`src/rtl/uart_rx_fifo.sv`:
```
// -----------------------------------------------------------------------------
// uart_rx_fifo
//
// Byte buffer placed directly after the 8N1 UART receiver. Each byte presented
// with the receiver's one-cycle rx_rcv strobe is written into a circular FIFO
// of 2**AW entries. The consumer sees the head byte through a
// first-word-fall-through valid/ready interface. Fill level, a threshold flag
// and sticky overrun status with a saturating drop counter are reported.
//
// Ports:
//   clk       in   1     system clock, rising edge
//   rstn      in   1     asynchronous active-low reset
//   rx_data   in   8     received byte, sampled when rx_rcv=1
//   rx_rcv    in   1     one-cycle write strobe
//   rd_data   out  8     byte at FIFO head (valid while rd_valid=1)
//   rd_valid  out  1     FIFO non-empty
//   rd_ready  in   1     consumer accepts head byte on rd_valid&rd_ready
//   flush     in   1     synchronous clear of FIFO contents
//   ovr_clr   in   1     synchronous clear of overrun and drop_cnt
//   level     out  AW+1  number of stored bytes, 0..2**AW
//   full      out  1     level == 2**AW
//   thresh    out  1     level >= THRESH
//   overrun   out  1     sticky: a byte was dropped while full
//   drop_cnt  out  8     saturating count of dropped bytes
// -----------------------------------------------------------------------------
module uart_rx_fifo #(
    parameter int AW     = 4,
    parameter int THRESH = 8
) (
    input  logic          clk,
    input  logic          rstn,
    input  logic [7:0]    rx_data,
    input  logic          rx_rcv,
    output logic [7:0]    rd_data,
    output logic          rd_valid,
    input  logic          rd_ready,
    input  logic          flush,
    input  logic          ovr_clr,
    output logic [AW:0]   level,
    output logic          full,
    output logic          thresh,
    output logic          overrun,
    output logic [7:0]    drop_cnt
);

    localparam int          DEPTH     = 2 ** AW;
    localparam logic [AW:0] LV_DEPTH  = (AW + 1)'(DEPTH);
    localparam logic [AW:0] LV_THRESH = (AW + 1)'(THRESH);

    logic [7:0]    r_mem [DEPTH];
    logic [AW-1:0] r_wptr;
    logic [AW-1:0] r_rptr;
    logic [AW:0]   r_level;
    logic          r_overrun;
    logic [7:0]    r_drop_cnt;

    logic          w_full;
    logic          w_rd_valid;
    logic          w_rd_fire;
    logic          w_wr_en;
    logic          w_drop;
    logic [AW:0]   w_level_nxt;

    // Flags decode from the registered level only, so nothing on the consumer
    // or receiver side can ripple combinationally into rd_valid/full/thresh.
    assign w_full     = (r_level == LV_DEPTH);
    assign w_rd_valid = (r_level != '0);

    // A read frees a slot at the same edge, so a full FIFO can still accept a
    // write when the consumer is draining it. Flush overrides both.
    assign w_rd_fire = w_rd_valid & rd_ready & ~flush;
    assign w_wr_en   = rx_rcv & (~w_full | w_rd_fire) & ~flush;
    assign w_drop    = rx_rcv & w_full & ~w_rd_fire & ~flush;

    // NOTE: every output of an always_comb gets a default first so no path
    // leaves it unassigned, which would infer a latch.
    always_comb begin
        w_level_nxt = r_level;
        if (flush) begin
            w_level_nxt = '0;
        end else begin
            unique case ({w_wr_en, w_rd_fire})
                2'b10:   w_level_nxt = r_level + 1'b1;
                2'b01:   w_level_nxt = r_level - 1'b1;
                default: w_level_nxt = r_level;
            endcase
        end
    end

    // NOTE: the storage array has no reset; its contents are meaningless until
    // written, and leaving it out keeps the array a plain register file.
    always_ff @(posedge clk) begin
        if (w_wr_en) begin
            r_mem[r_wptr] <= rx_data;
        end
    end

    // NOTE: sequential state uses non-blocking assignments so every register
    // samples pre-edge values regardless of statement order.
    always_ff @(posedge clk or negedge rstn) begin
        if (!rstn) begin
            r_wptr  <= '0;
            r_rptr  <= '0;
            r_level <= '0;
        end else begin
            r_level <= w_level_nxt;
            if (flush) begin
                r_wptr <= '0;
                r_rptr <= '0;
            end else begin
                if (w_wr_en)   r_wptr <= r_wptr + 1'b1;
                if (w_rd_fire) r_rptr <= r_rptr + 1'b1;
            end
        end
    end

    // A drop at the same edge as ovr_clr wins: the status restarts at one
    // drop instead of being lost.
    always_ff @(posedge clk or negedge rstn) begin
        if (!rstn) begin
            r_overrun  <= 1'b0;
            r_drop_cnt <= '0;
        end else if (w_drop) begin
            r_overrun <= 1'b1;
            if (ovr_clr)                 r_drop_cnt <= 8'd1;
            else if (r_drop_cnt != 8'hFF) r_drop_cnt <= r_drop_cnt + 8'd1;
        end else if (ovr_clr) begin
            r_overrun  <= 1'b0;
            r_drop_cnt <= '0;
        end
    end

    assign rd_data  = r_mem[r_rptr];
    assign rd_valid = w_rd_valid;
    assign level    = r_level;
    assign full     = w_full;
    assign thresh   = (r_level >= LV_THRESH);
    assign overrun  = r_overrun;
    assign drop_cnt = r_drop_cnt;

endmodule

```
`config.mk`:
```
export PLATFORM = sky130hd
export DESIGN_NAME = uart_rx_fifo
export DESIGN_NICKNAME = d
export VERILOG_FILES = /design/src/rtl/uart_rx_fifo.sv
export SDC_FILE = /design/constraint.sdc
export NUM_CORES = 1
export LEC_CHECK = 0
export ABC_CLOCK_PERIOD_IN_PS = 4700
export BUFFER_PORTS_ARGS = -buffer_cell sky130_fd_sc_hd__buf_2
export CAP_MARGIN = 20
export CORE_MARGIN = 1
export CORE_UTILIZATION = 45
export DETAILED_ROUTE_END_ITERATION = 10
export PLACE_DENSITY = 0.59
export REMOVE_ABC_BUFFERS = 1
export SKIP_LAST_GASP = 1
export SYNTH_ARGS = -nofsm -noshare
export SYNTH_HDL_FRONTEND = slang
export SYNTH_SLANG_ARGS = --single-unit
```
`constraint.sdc`:
```
create_clock -name clk -period 4.7 [get_ports clk]
set_clock_uncertainty 0.2 [all_clocks]
set_input_delay 0.235 -clock clk [delete_from_list [all_inputs] [get_ports clk]]
set_output_delay 0.235 -clock clk [all_outputs]
set_load 0.01 [all_outputs]
```
==> impl_metrics.csv <==
group,metric,value,unit
power,irDropWorstVdd,0.329,mV
run_status,outcome,"completed",
grt,overflow,0,
grt,grt_pass1_wl,19.0,mm
die,die_area,14500,µm²
detailed_routing,wire_per_inst,19.1,µm
detailed_routing,vias_per_cell,5.44,
final_layout,num-nets-final,488,
yosys,avgSynthCellArea,15.4,µm²
detailed_routing,first_pass_iters,4,
clock_tree,cts_tree,"yes",
grt,grt_pass1_vias,3378,
detailed_routing,postRouteWirelength,12.4,mm
clock_tree,clock_sinks,150,
timing,fin_crit_sh,66.6,%
timing,finalSetupViolations,0,
clock_tree,cts_buffer_depth,2,
yosys,synth_top_cell_by_area,"edfxtp_1",
detailed_routing,drtIter0Drc,257,
critical_path,cp_max_fo,6,
final_layout,syn_to_final_growth,17.4,%
critical_path,cp_cell_sequence,"nor4_1 -> nand2b_1 -> nand2_1 -> or3_1 -> inv_1 -> ha_1 -> nand2b_1 -> a21oi_1 -> or3_1 -> a21o_1 -> a31oi_1",
final_layout,fin_util,55.0,%
critical_path,slowest_stage,"nor4_1",
critical_path,path_class,"reg2reg",
final_layout,drive_gt1_share,22.7,%
timing,max-slew-margin-rel,38.6,%
power,p_leak,2.60,nW
yosys,synth_area,6330,µm²
timing,max_freq,320,MHz
yosys,ys_ff_latch,150,
clock_tree,cts_buffers,17,
die,start_util,46.9,%
clock_tree,clock_latency,0.42,ns
place,portBuffers,38,
final_layout,antenna_cells,0,
clock_tree,cts-root-buf,"clkbuf_16",
timing,timing_hold_violations_final,0,
critical_path,required,4.84,ns
die,ios,39,
final_layout,final_common_cell,"edfxtp_1",
yosys,yosys.cell_types.count,44,
detailed_routing,ant_nets,0,
detailed_routing,drc,0,
die,die_x,121,µm
grt,antenna_found_initial,0,
timing,slew_viol_final,0,
detailed_routing,vias,3540,
timing,fin_crit,3.13,ns
final_layout,mostFrequentLayoutCells,"edfxtp_1, buf_2, nor2_1",
die,core,13500,µm²
clock_tree,path_clk_slew,0.06,ns
critical_path,reg2reg_from,"level[0]",
yosys,synth_area_leaders,"edfxtp_1, dfrtp_1, mux4_2",
die,rows,42,
die,fp.dieH,121,µm
min_path,hold_class,"in2reg",
place,place_congestion,0.771,
critical_path,crit_path_end_kind,"flip-flop",
critical_path,startpoint_type,"flip-flop",
grt,grt_max_degree,52,
power,powerDensity,490,nW/µm²
timing,worst_pin_slew,0.922,ns
clock_tree,h-tree-depth,4,
yosys,synthCells,411,
place,dpl.hpwl,7.87,mm
timing,tns,0,ns
timing,rsz0062_at_grt,"no",
timing,whs,0.0236,ns
critical_path,cp.arrival,3.27,ns
yosys,synth.top_cell.area_share,60.7,%
flow_run,cap_violations,0,
grt,track_usage,18.1,%
power,p_total,0.00364,W
yosys,ys_seq_area_share,69.4,%
place,placedCellCount,611,
yosys,yosys_warnings,0,
critical_path,max_stage_delay,0.72,ns
final_layout,instances_no_fill,651,
min_path,hold_start,"rx_data[5]",
critical_path,startpoint,"level[0]",
## kinds of logic (layout without fill, tap and decap cells)
family	after synthesis	in the layout	synth area share (%)
adder cells (fa/ha/maj)	10	10	2.09
AND/OR/NAND/NOR	98	98	7.53
multiplexers	51	51	11.4
AO/OA/AOI/OAI	61	61	5.95
flip-flops	150	150	69.4
buffers and inverters	29	93	1.94
XOR/XNOR	12	12	1.66
## routing by layer
metal	wire length, µm	part of all wire, %	GRT usage (%)	vias to the layer above
li1	-	-	-	1676
met1	6140	49	25.6	1795
met2	5830	47	27.0	58
met3	311	2.5	4.76	11
met4	134	1.1	6.40	0
met5	0	0	0	-
## stage by stage
stage,area (µm²),setup slack (ns)
after floorplan,6240,1.57
after global placement,6700,1.72
after detailed placement,6700,1.60
after CTS,7430,1.58
after global routing,7430,1.27
final,7430,1.57
## final timing paths
kind	to	slack (ns)	cells after the start
max	level[4]	1.57	11
min in group asynchronous	drop_cnt[1]	0.14	2
max in group asynchronous	r_rptr[0]	3.78	2
max reg2reg	level[4]	1.57	11
min reg2reg	overrun	0.33	2
min	r_mem[8][5]	0.02	1
## sequential cells by signal (all words and copies together), names as in the netlist
signal    cells
drop_cnt      8
r_mem       128
r_wptr        4
r_rptr        4
overrun       1
level         5
## what timing repair did
action / CTS / global route
hold buffers: 10 / 0
setup buffers: 0 / 0
endpoints found under the hold margin: 96 / 0
gates resized for setup: 0 / 0
endpoints found under the setup margin: 0 / 0
## cells in the mapped netlist
master / n
nor2b_1: 1
a221oi_1: 8
buf_2: 2
o221ai_1: 1
o21a_1: 1
edfxtp_1: 128
nand3_1: 6
dfrtp_1: 22
nand2b_1: 8
xnor2_1: 5
or4_4: 1
or4b_4: 1
ha_1: 9
nor3_1: 10
o21ai_0: 22
mux4_2: 16
buf_1: 5
a21oi_1: 14
nor3b_2: 1
a31oi_1: 3
and2_1: 2
buf_6: 1
nor2_1: 32
nor4b_1: 1
nand2_1: 25
o211ai_1: 1
or3_1: 3
clkbuf_1: 12
mux2_2: 10
a21o_1: 1
or2_2: 2
nand4_1: 1
a22oi_1: 8
nor4_1: 1
and3_1: 1
a211oi_1: 1
a21o_2: 1
xor2_1: 7
buf_4: 1
mux2i_1: 25
or3_2: 1
inv_1: 8
fa_1: 1
and4b_1: 1
## where the power goes
part           switching (W)  internal [W]  total, W  leakage (nW)
sequential         0.0000326       0.00148   0.00152          1.45
clock               0.000516      0.000937   0.00145         0.303
combinational       0.000363      0.000313  0.000676         0.843
total               0.000911       0.00273   0.00364          2.60
## worst max-delay path: cells and delay by family (launching register included)
kind	cells	cell delay, ns
simple gates	6	1.57
compound gates	3	0.44
flops	1	0.43
fa+ha+maj	1	0.32
buf+inv	1	0.09
## cell type report
| cell class | instances | area, µm² |
|---|---|---|
| multi-input combinational | 232 | 1810 |
| clock buffer | 18 | 429 |
| tap | 176 | 220 |
| timing repair buffer | 55 | 343 |
| fill | 1085 | 6070 |
| sequential | 150 | 4400 |
| inverter | 8 | 30.0 |
| clock inverter | 12 | 201 |
No activity file was read; power rests on OpenSTA's default activity.
